**src/rtl/msu_data_fetch.sv**
```systemverilog
// MSU data fetch unit: streams bytes from memory into a small show-ahead FIFO.
// A seek restarts the stream at a new byte address; busy reports that the
// stream has not yet buffered enough data since the last seek. One memory read
// is outstanding at most; a read in flight at seek time is drained and its
// returned byte thrown away.

module msu_data_fetch #(
   parameter int unsigned DEPTH      = 16,
   parameter int unsigned FILL_LEVEL = 8
) (
   input  logic        CLK,
   input  logic        RST_N,
   input  logic        seek,
   input  logic [31:0] seek_addr,
   input  logic        pop,
   output logic [7:0]  data_out,
   output logic        busy,
   output logic        underflow,
   output logic        mem_rd,
   output logic [31:0] mem_addr,
   input  logic        mem_ack,
   input  logic [7:0]  mem_data
);

   localparam int unsigned PW = $clog2(DEPTH);
   localparam int unsigned CW = PW + 1;

   typedef enum logic [1:0] {
      StIdle,
      StIssue,
      StWait,
      StDrain
   } state_e;

   state_e          state_q, state_d;
   logic [31:0]     fetch_addr_q, fetch_addr_d;
   logic [31:0]     req_addr_q, req_addr_d;
   logic [PW-1:0]   wr_ptr_q, wr_ptr_d;
   logic [PW-1:0]   rd_ptr_q, rd_ptr_d;
   logic [CW-1:0]   count_q, count_d;
   logic [7:0]      data_out_q, data_out_d;
   logic            busy_q, busy_d;
   logic            underflow_q, underflow_d;

   logic            issue;
   logic            push;
   logic            pop_ok;

   logic [7:0]      ram [DEPTH];

   // Fetch FSM: request issue, ack handling and seek redirection.
   always_comb begin
      state_d      = state_q;
      fetch_addr_d = fetch_addr_q;
      issue        = 1'b0;
      push         = 1'b0;

      case (state_q)
         StIdle: begin
            if (seek) begin
               state_d = StIssue;
            end
         end
         StIssue: begin
            // A same-cycle seek suppresses the request so no read leaves with a stale address.
            if (seek) begin
               state_d = StIssue;
            end else if (count_q < CW'(DEPTH)) begin
               issue   = 1'b1;
               state_d = StWait;
            end
         end
         StWait: begin
            if (seek) begin
               // An ack in the seek cycle completes the old read, so no drain is needed.
               state_d = mem_ack ? StIssue : StDrain;
            end else if (mem_ack) begin
               push         = 1'b1;
               fetch_addr_d = fetch_addr_q + 32'd1;
               state_d      = StIssue;
            end
         end
         StDrain: begin
            // The returned byte belongs to the abandoned stream and is dropped.
            if (mem_ack) begin
               state_d = StIssue;
            end
         end
         default: begin
            state_d = StIdle;
         end
      endcase

      if (seek) begin
         fetch_addr_d = seek_addr;
      end
   end

   // FIFO pointers, fill count, busy and underflow bookkeeping.
   always_comb begin
      wr_ptr_d    = wr_ptr_q;
      rd_ptr_d    = rd_ptr_q;
      count_d     = count_q;
      busy_d      = busy_q;
      underflow_d = underflow_q;
      pop_ok      = 1'b0;

      if (seek) begin
         // Seek wins over a same-cycle pop; the pop is simply lost.
         wr_ptr_d    = '0;
         rd_ptr_d    = '0;
         count_d     = '0;
         busy_d      = 1'b1;
         underflow_d = 1'b0;
      end else begin
         pop_ok = pop && (count_q != '0);
         if (pop && (count_q == '0)) begin
            underflow_d = 1'b1;
         end
         if (push) begin
            wr_ptr_d = wr_ptr_q + PW'(1);
         end
         if (pop_ok) begin
            rd_ptr_d = rd_ptr_q + PW'(1);
         end
         case ({push, pop_ok})
            2'b10:   count_d = count_q + CW'(1);
            2'b01:   count_d = count_q - CW'(1);
            default: count_d = count_q;
         endcase
         // Busy only ever clears once per seek; later draining does not re-raise it.
         if (busy_q && (count_q >= CW'(FILL_LEVEL))) begin
            busy_d = 1'b0;
         end
      end
   end

   // Next head byte; bypass the RAM when the head slot is being written this cycle.
   always_comb begin
      data_out_d = data_out_q;
      if (count_d != '0) begin
         if (push && (wr_ptr_q == rd_ptr_d)) begin
            data_out_d = mem_data;
         end else begin
            data_out_d = ram[rd_ptr_d];
         end
      end
   end

   // Address presented with a request is latched so it stays valid until the ack.
   always_comb begin
      req_addr_d = issue ? fetch_addr_q : req_addr_q;
   end

   // State and datapath registers.
   always_ff @(posedge CLK or negedge RST_N) begin
      if (!RST_N) begin
         state_q      <= StIdle;
         fetch_addr_q <= '0;
         req_addr_q   <= '0;
         wr_ptr_q     <= '0;
         rd_ptr_q     <= '0;
         count_q      <= '0;
         data_out_q   <= '0;
         busy_q       <= 1'b0;
         underflow_q  <= 1'b0;
      end else begin
         state_q      <= state_d;
         fetch_addr_q <= fetch_addr_d;
         req_addr_q   <= req_addr_d;
         wr_ptr_q     <= wr_ptr_d;
         rd_ptr_q     <= rd_ptr_d;
         count_q      <= count_d;
         data_out_q   <= data_out_d;
         busy_q       <= busy_d;
         underflow_q  <= underflow_d;
      end
   end

   // FIFO storage write port.
   always_ff @(posedge CLK) begin
      if (push) begin
         ram[wr_ptr_q] <= mem_data;
      end
   end

   // Outputs; during the issue cycle the live fetch address is on the bus.
   always_comb begin
      mem_rd    = issue;
      mem_addr  = (state_q == StIssue) ? fetch_addr_q : req_addr_q;
      data_out  = data_out_q;
      busy      = busy_q;
      underflow = underflow_q;
   end

endmodule

```
**config.mk**
```make
export PLATFORM = sky130hd
export DESIGN_NAME = msu_data_fetch
export DESIGN_NICKNAME = d
export VERILOG_FILES = /design/src/rtl/msu_data_fetch.sv
export SDC_FILE = /design/constraint.sdc
export NUM_CORES = 1
export LEC_CHECK = 0
export BUFFER_PORTS_ARGS = -buffer_cell sky130_fd_sc_hd__buf_2
export CAP_MARGIN = 20
export CORE_MARGIN = 2
export CORE_UTILIZATION = 40
export CTS_BUF_LIST = sky130_fd_sc_hd__clkbuf_4 sky130_fd_sc_hd__clkbuf_8
export DETAILED_ROUTE_END_ITERATION = 10
export PLACE_DENSITY = 0.67
export SLEW_MARGIN = 20
export SYNTH_ARGS = -nofsm -noshare
export SYNTH_HDL_FRONTEND = slang
export SYNTH_SLANG_ARGS = --single-unit
export TNS_END_PERCENT = 1
```
**constraint.sdc**
```tcl
create_clock -name CLK -period 4.5 [get_ports CLK]
set_input_delay 0.9 -clock CLK [delete_from_list [all_inputs] [get_ports CLK]]
set_output_delay 0.9 -clock CLK [all_outputs]
set_load 0.005 [all_outputs]
```
After elaboration in Yosys (flattened, before gate mapping)
Memory sizes are Yosys's and may differ from the RTL's. A register that Yosys moved wholly into a read port is not among the register bits.
Cells that the tools add are included.
Operators by class
  bitwise gates (word level): 0
  $mul: 0
  reduce and logical (&&, ||, !) cells: 15
  magnitude comparators: 2
  mux-type cells: 29
  eq/ne operators: 7
  div/mod/pow operators: 0
  shifts and indexed selects: 0
  add/subtract/negate cells: 5
Operators with widths (number)
  32-bit two-way mux: 4
  32-bit by 1-bit adder with 32-bit output (second input constant): 1
  4-bit two-way mux: 4
  1-bit two-way mux: 12
  2-bit two-way mux: 6
  5-bit case mux with 2 select lines: 1
  2-bit nonzero test: 5
  5-bit nonzero test: 2
  4-bit by 1-bit adder with 4-bit output (second input constant): 2
  2-bit case mux with 4 select lines: 1
  2-bit == test (second input constant): 3
  5-bit by 1-bit adder with 5-bit output (second input constant): 1
  5-bit by 4-bit greater-or-equal comparator with 1-bit output (second input constant): 1
  5-bit logical NOT: 1
  5-bit < comparator (second input constant): 1
  5-bit two-way mux: 1
  5-bit by 1-bit subtractor with 5-bit output (second input constant): 1
  2-bit by 1-bit == test with 1-bit output (second input constant): 2
  2-bit AND reduction: 2
  1-bit logical AND: 3
  3-bit inequality test (second input constant): 1
  2-bit logical NOT: 1
  2-bit inequality test (second input constant): 1
  1-bit logical NOT: 1
Word-level totals
  bits in latches: 0
  bits in read-only memories: 0
  word-level logic and storage cells: 67
  bits in registers: 81
  output and inout bits: 43
  memories: 1
  RAM bits: 128
Memories
  ram: depth 16, width 8, read ports 1, clocked after Yosys merged registers in 1, wr ports 1, RTL line 49  | logic [7:0] ram [DEPTH];

Depth between registers and ports, before layout
  word-level depth: 7
  mapped depth: 17

Worst setup path after synthesis
No wires, ideal clock.
  path type: input to register
  start point: input port seek
  end point: register data_out_q[0], in the netlist data_out[0], read port of ram
  data arrival time: 3.921 ns
  required time: 4.375 ns
  path slack: 0.454 ns
  stages: 16
  cells stage by stage: buf_2 > clkbuf_1 > nor2_1 > inv_1 > ha_1 > buf_2 > xor2_1 > ha_1 > a21oi_1 > xor2_1 > or3_1 > a21oi_1 > nor4_2 > and2_1 > buf_2 > mux2_2
On the way
  cells in the longest elaborated chain, start to end: 6
  elaborated cells on any way between the ends: 8
  classes of those cells: 2 x eq/ne; 5 x mux; 1 x reduce/logical
Ends and longest elaborated chain
  from (decl): RTL line 13  | input logic seek,
  1-bit two-way mux: RTL line 74  | if (seek) begin
  1-bit two-way mux: RTL line 58  | case (state_q)
  2-bit by 1-bit == test with 1-bit output or 2-bit == test (tied branches): RTL line 126  | case ({push, pop_ok})
  5-bit case mux with 2 select lines: RTL line 126
  5-bit two-way mux *: RTL line 108  | if (seek) begin
  net count_d[2]: RTL line 40  | logic [CW-1:0] count_q, count_d;
  5-bit nonzero test *: RTL line 141  | if (count_d != '0) begin
  to (decl): RTL line 41  | logic [7:0] data_out_q, data_out_d;
Mark *: on every way through the listed nets, which the timed path passes. The rest lies on a longest branch.
A chain may end at the register's enable or synchronous reset.

Final worst setup path
  start point: register count_q[1]
  end point: register data_out_q[0], in the netlist data_out[0], read port of ram
On the way
  cells in the longest elaborated chain, start to end: 6
  elaborated cells on any way between the ends: 11
  classes of those cells: 2 x add/sub; 2 x eq/ne; 4 x mux; 3 x reduce/logical
Ends and longest elaborated chain
  from (decl): RTL line 40
  from (signal assigned): RTL line 173  | count_q <= count_d;
  parallel branches: the longest is 3 deep, another holds 5-bit by 1-bit subtractor with 5-bit output
  5-bit case mux with 2 select lines *: RTL line 126
  5-bit two-way mux *: RTL line 108
  net count_d[4]: RTL line 40
  5-bit nonzero test *: RTL line 141
Mark *: on every way through the listed nets, which the timed path passes.

==> impl_table.tex <==
\begin{tabular}{lr}
\hline
Metric & Value \\
\hline
\multicolumn{2}{l}{\textbf{Timing}} \\
\quad Post-route fraction of the period consumed by the critical path & 0.809 \\
\quad Smallest setup slack after layout & roughly 860 ps \\
\quad Setup repair after global routing missed its margin & false \\
\quad Fin crit period & between 3000 and 4000 ps \\
\quad Timing-limited maximum frequency & 0.275 GHz \\
\quad Relative slew margins & 0.355 \\
\quad Total of endpoints with negative setup slack in the final report & 0 \\
\quad Setup TNS after final layout & 0 ps \\
\quad Count of final max-slew check failures & 0 \\
\quad Clock skew after layout & $\sim$40 ps \\
\quad Hold Vio Cnt, Final & 0 \\
\quad Worst Tran Pin Value & $\sim$960 ps \\
\multicolumn{2}{l}{\textbf{Worst setup path}} \\
\quad Capturing point of the worst reg2reg path & data\_out[0]\$\_DFFE\_PN0P\_ \\
\quad Required time at the worst-slack endpoint & around 4900 ps \\
\quad Startpoint of the worst setup timing path & count\_q[1]\$\_DFF\_PN0\_ \\
\quad Critical path endpoint category & flop \\
\quad CP Max Fanout & 9 \\
\quad Class of the most critical setup path & reg2reg \\
\quad List of cells traversed by the critical path & nor3\_4 -> a21oi\_1 -> ha\_1 -> xor2\_1 -> ha\_1 -> inv\_1 -> o21ai\_0 -> a21o\_1 -> a31oi\_1 -> mux2i\_1 -> nor4\_2 -> buf\_4 -> and2\_1 -> mux2\_2 \\
\quad Cell with the biggest individual delay on the critical path & dfrtp\_1 \\
\quad Endpoint of the worst setup timing path & data\_out[0]\$\_DFFE\_PN0P\_ \\
\quad Launch instance of the worst register-to-register path & count\_q[1]\$\_DFF\_PN0\_ \\
\quad Crit-path leading delay family & simple AND/OR/NAND/NOR gates \\
\quad Stages on the worst setup path & 14 \\
\quad Cell occurring most often along the worst timing path & ha\_1 \\
\quad Worst Path Arrival & 4070 ps \\
\quad Crit path buffers/inverters & 2 \\
\quad Delay of the slowest cell on the worst path & roughly 470 ps \\
\quad Slack of the worst reg-to-reg path & $\sim$860 ps \\
\quad Number of cells traversed by the worst register-to-register path & 14 \\
\quad Worst Setup Start Kind & flop \\
\multicolumn{2}{l}{\textbf{Placed design}} \\
\quad Number of placed cells counting well taps & 1163 \\
\quad Total cell area at the placement stage & roughly 0.011 mm² \\
\quad Placed wire-length estimate after detailed placement & around 15000 µm \\
\quad Pre-CTS setup slack & $\sim$400 ps \\
\quad Gpl congestion & around 0.8 \\
\quad Count of input and output buffers & between 80 and 90 \\
\multicolumn{2}{l}{\textbf{Clock network}} \\
\quad Buffers inserted by post-CTS timing repair & 0 \\
\quad Post-CTS Hold Buffers & 0 \\
\quad Clock buffer count from CTS & 39 \\
\quad TritonCTS Sinks & between 200 and 250 \\
\quad Clock input transition at the sequential cells of the worst setup and hold paths & around 60 ps \\
\quad Number of levels the H-tree was split into & 2 \\
\quad Post-CTS Resized & 0 \\
\quad Clock latency of the later-clocked register in the worst-skew pair & about 550 ps \\
\quad CTS tree & done \\
\quad Maximum buffer depth of the clock tree & 3 \\
\quad Clock tree root driver cell & clkbuf\_8 \\
\multicolumn{2}{l}{\textbf{Synth}} \\
\quad Prevailing post-synth register cell & edfxtp\_1 \\
\quad Post-synthesis area per instance & 12.9 µm² \\
\quad Post-synth EDFFs & about 130 \\
\quad Number of distinct library cell variants in the gate-level netlist after synthesis & just under 60 \\
\quad Share of the yosys chip area belonging to registers & 0.610 \\
\quad Post-synth net total & approximately 830 \\
\quad Asr flop ratio synth & 0.410 \\
\quad Mapped Cells & around 770 \\
\quad Cell area after synthesis & between 0.009 and 0.01 mm² \\
\quad Synth warn & 0 \\
\quad Register bit total from synthesis & about 220 \\
\multicolumn{2}{l}{\textbf{Floorplan}} \\
\quad Starting utilization of the core area & 0.408 \\
\quad Die footprint & between 0.02 and 0.03 mm² \\
\quad Horizontal extent of the die & between 150 and 200 µm \\
\quad I/O pin total & 88 \\
\quad Area of the core & between 0.02 and 0.025 mm² \\
\quad Die Y & between 150 and 200 µm \\
\quad Cell row count & 57 \\
\multicolumn{2}{l}{\textbf{Detailed routing}} \\
\quad Routed Wire Length & roughly 22000 µm \\
\quad Initial DRC count & 523 \\
\quad Routed via count divided by cell count & roughly 5.3 \\
\quad Number of detailed-routing iterations run before antenna repair & 5 \\
\quad Routed Antenna Nets & 0 \\
\quad DRC & 0 \\
\quad Overall via count from detail\_route & around 6500 \\
\quad Final routed wire length divided by cell count & $\sim$18 µm \\
\multicolumn{2}{l}{\textbf{Final layout}} \\
\quad Commonest cells after routing, fill and taps aside & edfxtp\_1 (128), dfrtp\_1 (89), buf\_2 (85), nand2\_1 (84), mux2\_2 (67) \\
\quad Multi-input gate area & 0.00361 mm² \\
\quad Total of fill cells in the finished design & about 2200 \\
\quad Area overhead of the layout relative to synthesis & 15.8\% \\
\quad Antenna cells & 0 \\
\quad Most common cell after layout, fill and taps aside & edfxtp\_1 \\
\quad Area used by sequential logic in the layout & approximately 0.0061 mm² \\
\quad Non-filler cells, final & between 1000 and 1500 \\
\quad Final non-filler cell area & approximately 0.012 mm² \\
\quad Share of the core filled with cells & 0.473 \\
\quad Number of nets in the finished design & around 930 \\
\quad Layout cells sized above 1 & 0.277 \\
\multicolumn{2}{l}{\textbf{Global route}} \\
\quad Maximum number of pins on one net before global-route repair & $\sim$70 \\
\quad GRT overflow & 0 \\
\quad First-pass GRT wire length & approximately 35000 µm \\
\quad Vias in the first global route & between 6000 and 7000 \\
\quad Number of antenna violations at the first check in global routing & 0 \\
\quad Total global routing track utilization & 0.172 \\
\multicolumn{2}{l}{\textbf{Pwr}} \\
\quad Leakage component of the power & 4.47 nW \\
\quad VDD IR max & 342 µV \\
\quad Power density over cell area & around 520 mW/mm² \\
\multicolumn{2}{l}{\textbf{Outcome}} \\
\quad Result of the run & finished clean \\
\multicolumn{2}{l}{\textbf{Worst hold path}} \\
\quad Class of the worst hold path & in2async \\
\multicolumn{2}{l}{\textbf{Flow run}} \\
\quad Number of maximum-capacitance violations & 0 \\
\hline
\end{tabular}
worst min path at each step:
stage,from,endpoint,slack (ps),depth (start not counted)
after floorplan,busy$_DFFE_PN0P_,busy$_DFFE_PN0P_,470,1
after global placement,data_out[5]$_DFFE_PN0P_,data_out[5]$_DFFE_PN0P_,470,1
after detailed placement,data_out[5]$_DFFE_PN0P_,data_out[5]$_DFFE_PN0P_,470,1
after CTS,RST_N,fetch_addr_q[20]$_DFFE_PN0P_,490,1
after global routing,data_out[2]$_DFFE_PN0P_,data_out[2]$_DFFE_PN0P_,500,1
final,RST_N,fetch_addr_q[20]$_DFFE_PN0P_,460,1
power breakdown:
group          internal (mW)  total, mW  leakage [nW]  switching, mW
Combinational          0.821       1.65          1.80          0.832
Clock                   1.05       1.86         0.421          0.813
Sequential              2.35       2.50          2.25          0.155
per-layer routing:
metal  up-vias  share of wire  GRT usage
met5         -              0          0
met4         0          0.025     0.0587
li1       3085              -          -
met1      3178           0.43      0.231
met2       213           0.48      0.275
met3        42          0.065     0.0403
sequential cells by signal, indices dropped and copies added (netlist names):
name / flops
state_q: 2
rd_ptr_q: 4
busy: 1
count_q: 5
data_out: 8
ram: 128
req_addr_q: 32
wr_ptr_q: 4
fetch_addr_q: 32
underflow: 1
cell usage after synthesis, drive strengths merged, types with 2 or more instances:
master,instances,area [µm²]
edfxtp,128,3840
dfrtp,89,2230
nand2,85,327
mux2,68,766
mux2i,42,424
nor2,41,156
o21ai,37,185
nand3,29,145
xor2,25,219
a21oi,23,119
clkbuf,21,78.8
buf,20,138
inv,18,67.6
xnor2,18,158
o2bb2ai,12,105
nor3b,10,75.1
a221o,9,90.1
a32oi,9,78.8
ha,9,113
a22oi,8,60.1
nor3,8,56.3
o311ai,7,61.3
and3,6,37.5
nand4,6,37.5
o211a,6,60.1
nand2b,5,31.3
nor2b,5,31.3
a21o,4,30.0
a31oi,3,33.8
and2,3,18.8
or2,3,18.8
and4,2,17.5
nor4b,2,17.5
area by class of cell:
| cell class | count | area share |
|---|---|---|
| sequential | 217 | 0.527 |
| multi-input combinational | 498 | 0.313 |
| clock buffer | 58 | 0.0595 |
| timing repair buffer | 106 | 0.0506 |
| tap | 324 | 0.0352 |
| clock inverter | 12 | 0.00879 |
| inverter | 18 | 0.00586 |
kinds of logic (layout without fill, tap and decap cells):
| kind of cell | count (synthesis) | in the layout | synth area share |
|---|---|---|---|
| flops | 217 | 217 | 0.610 |
| xor+xnor | 43 | 43 | 0.0378 |
| mux | 111 | 111 | 0.122 |
| fa+ha+maj | 9 | 9 | 0.0113 |
| simple gates | 209 | 209 | 0.101 |
| buf+inv | 59 | 194 | 0.0285 |
| compound gates | 126 | 126 | 0.0897 |
metrics by stage:
step / total power, mW / hold WS [ps]
after floorplan: 3.68 / 474
after global placement: 4.17 / 474
after detailed placement: 4.20 / 475
after CTS: 6.08 / 488
after global routing: 6.36 / 499
final: 6.02 / 457
(Power assumes the default switching activity.)
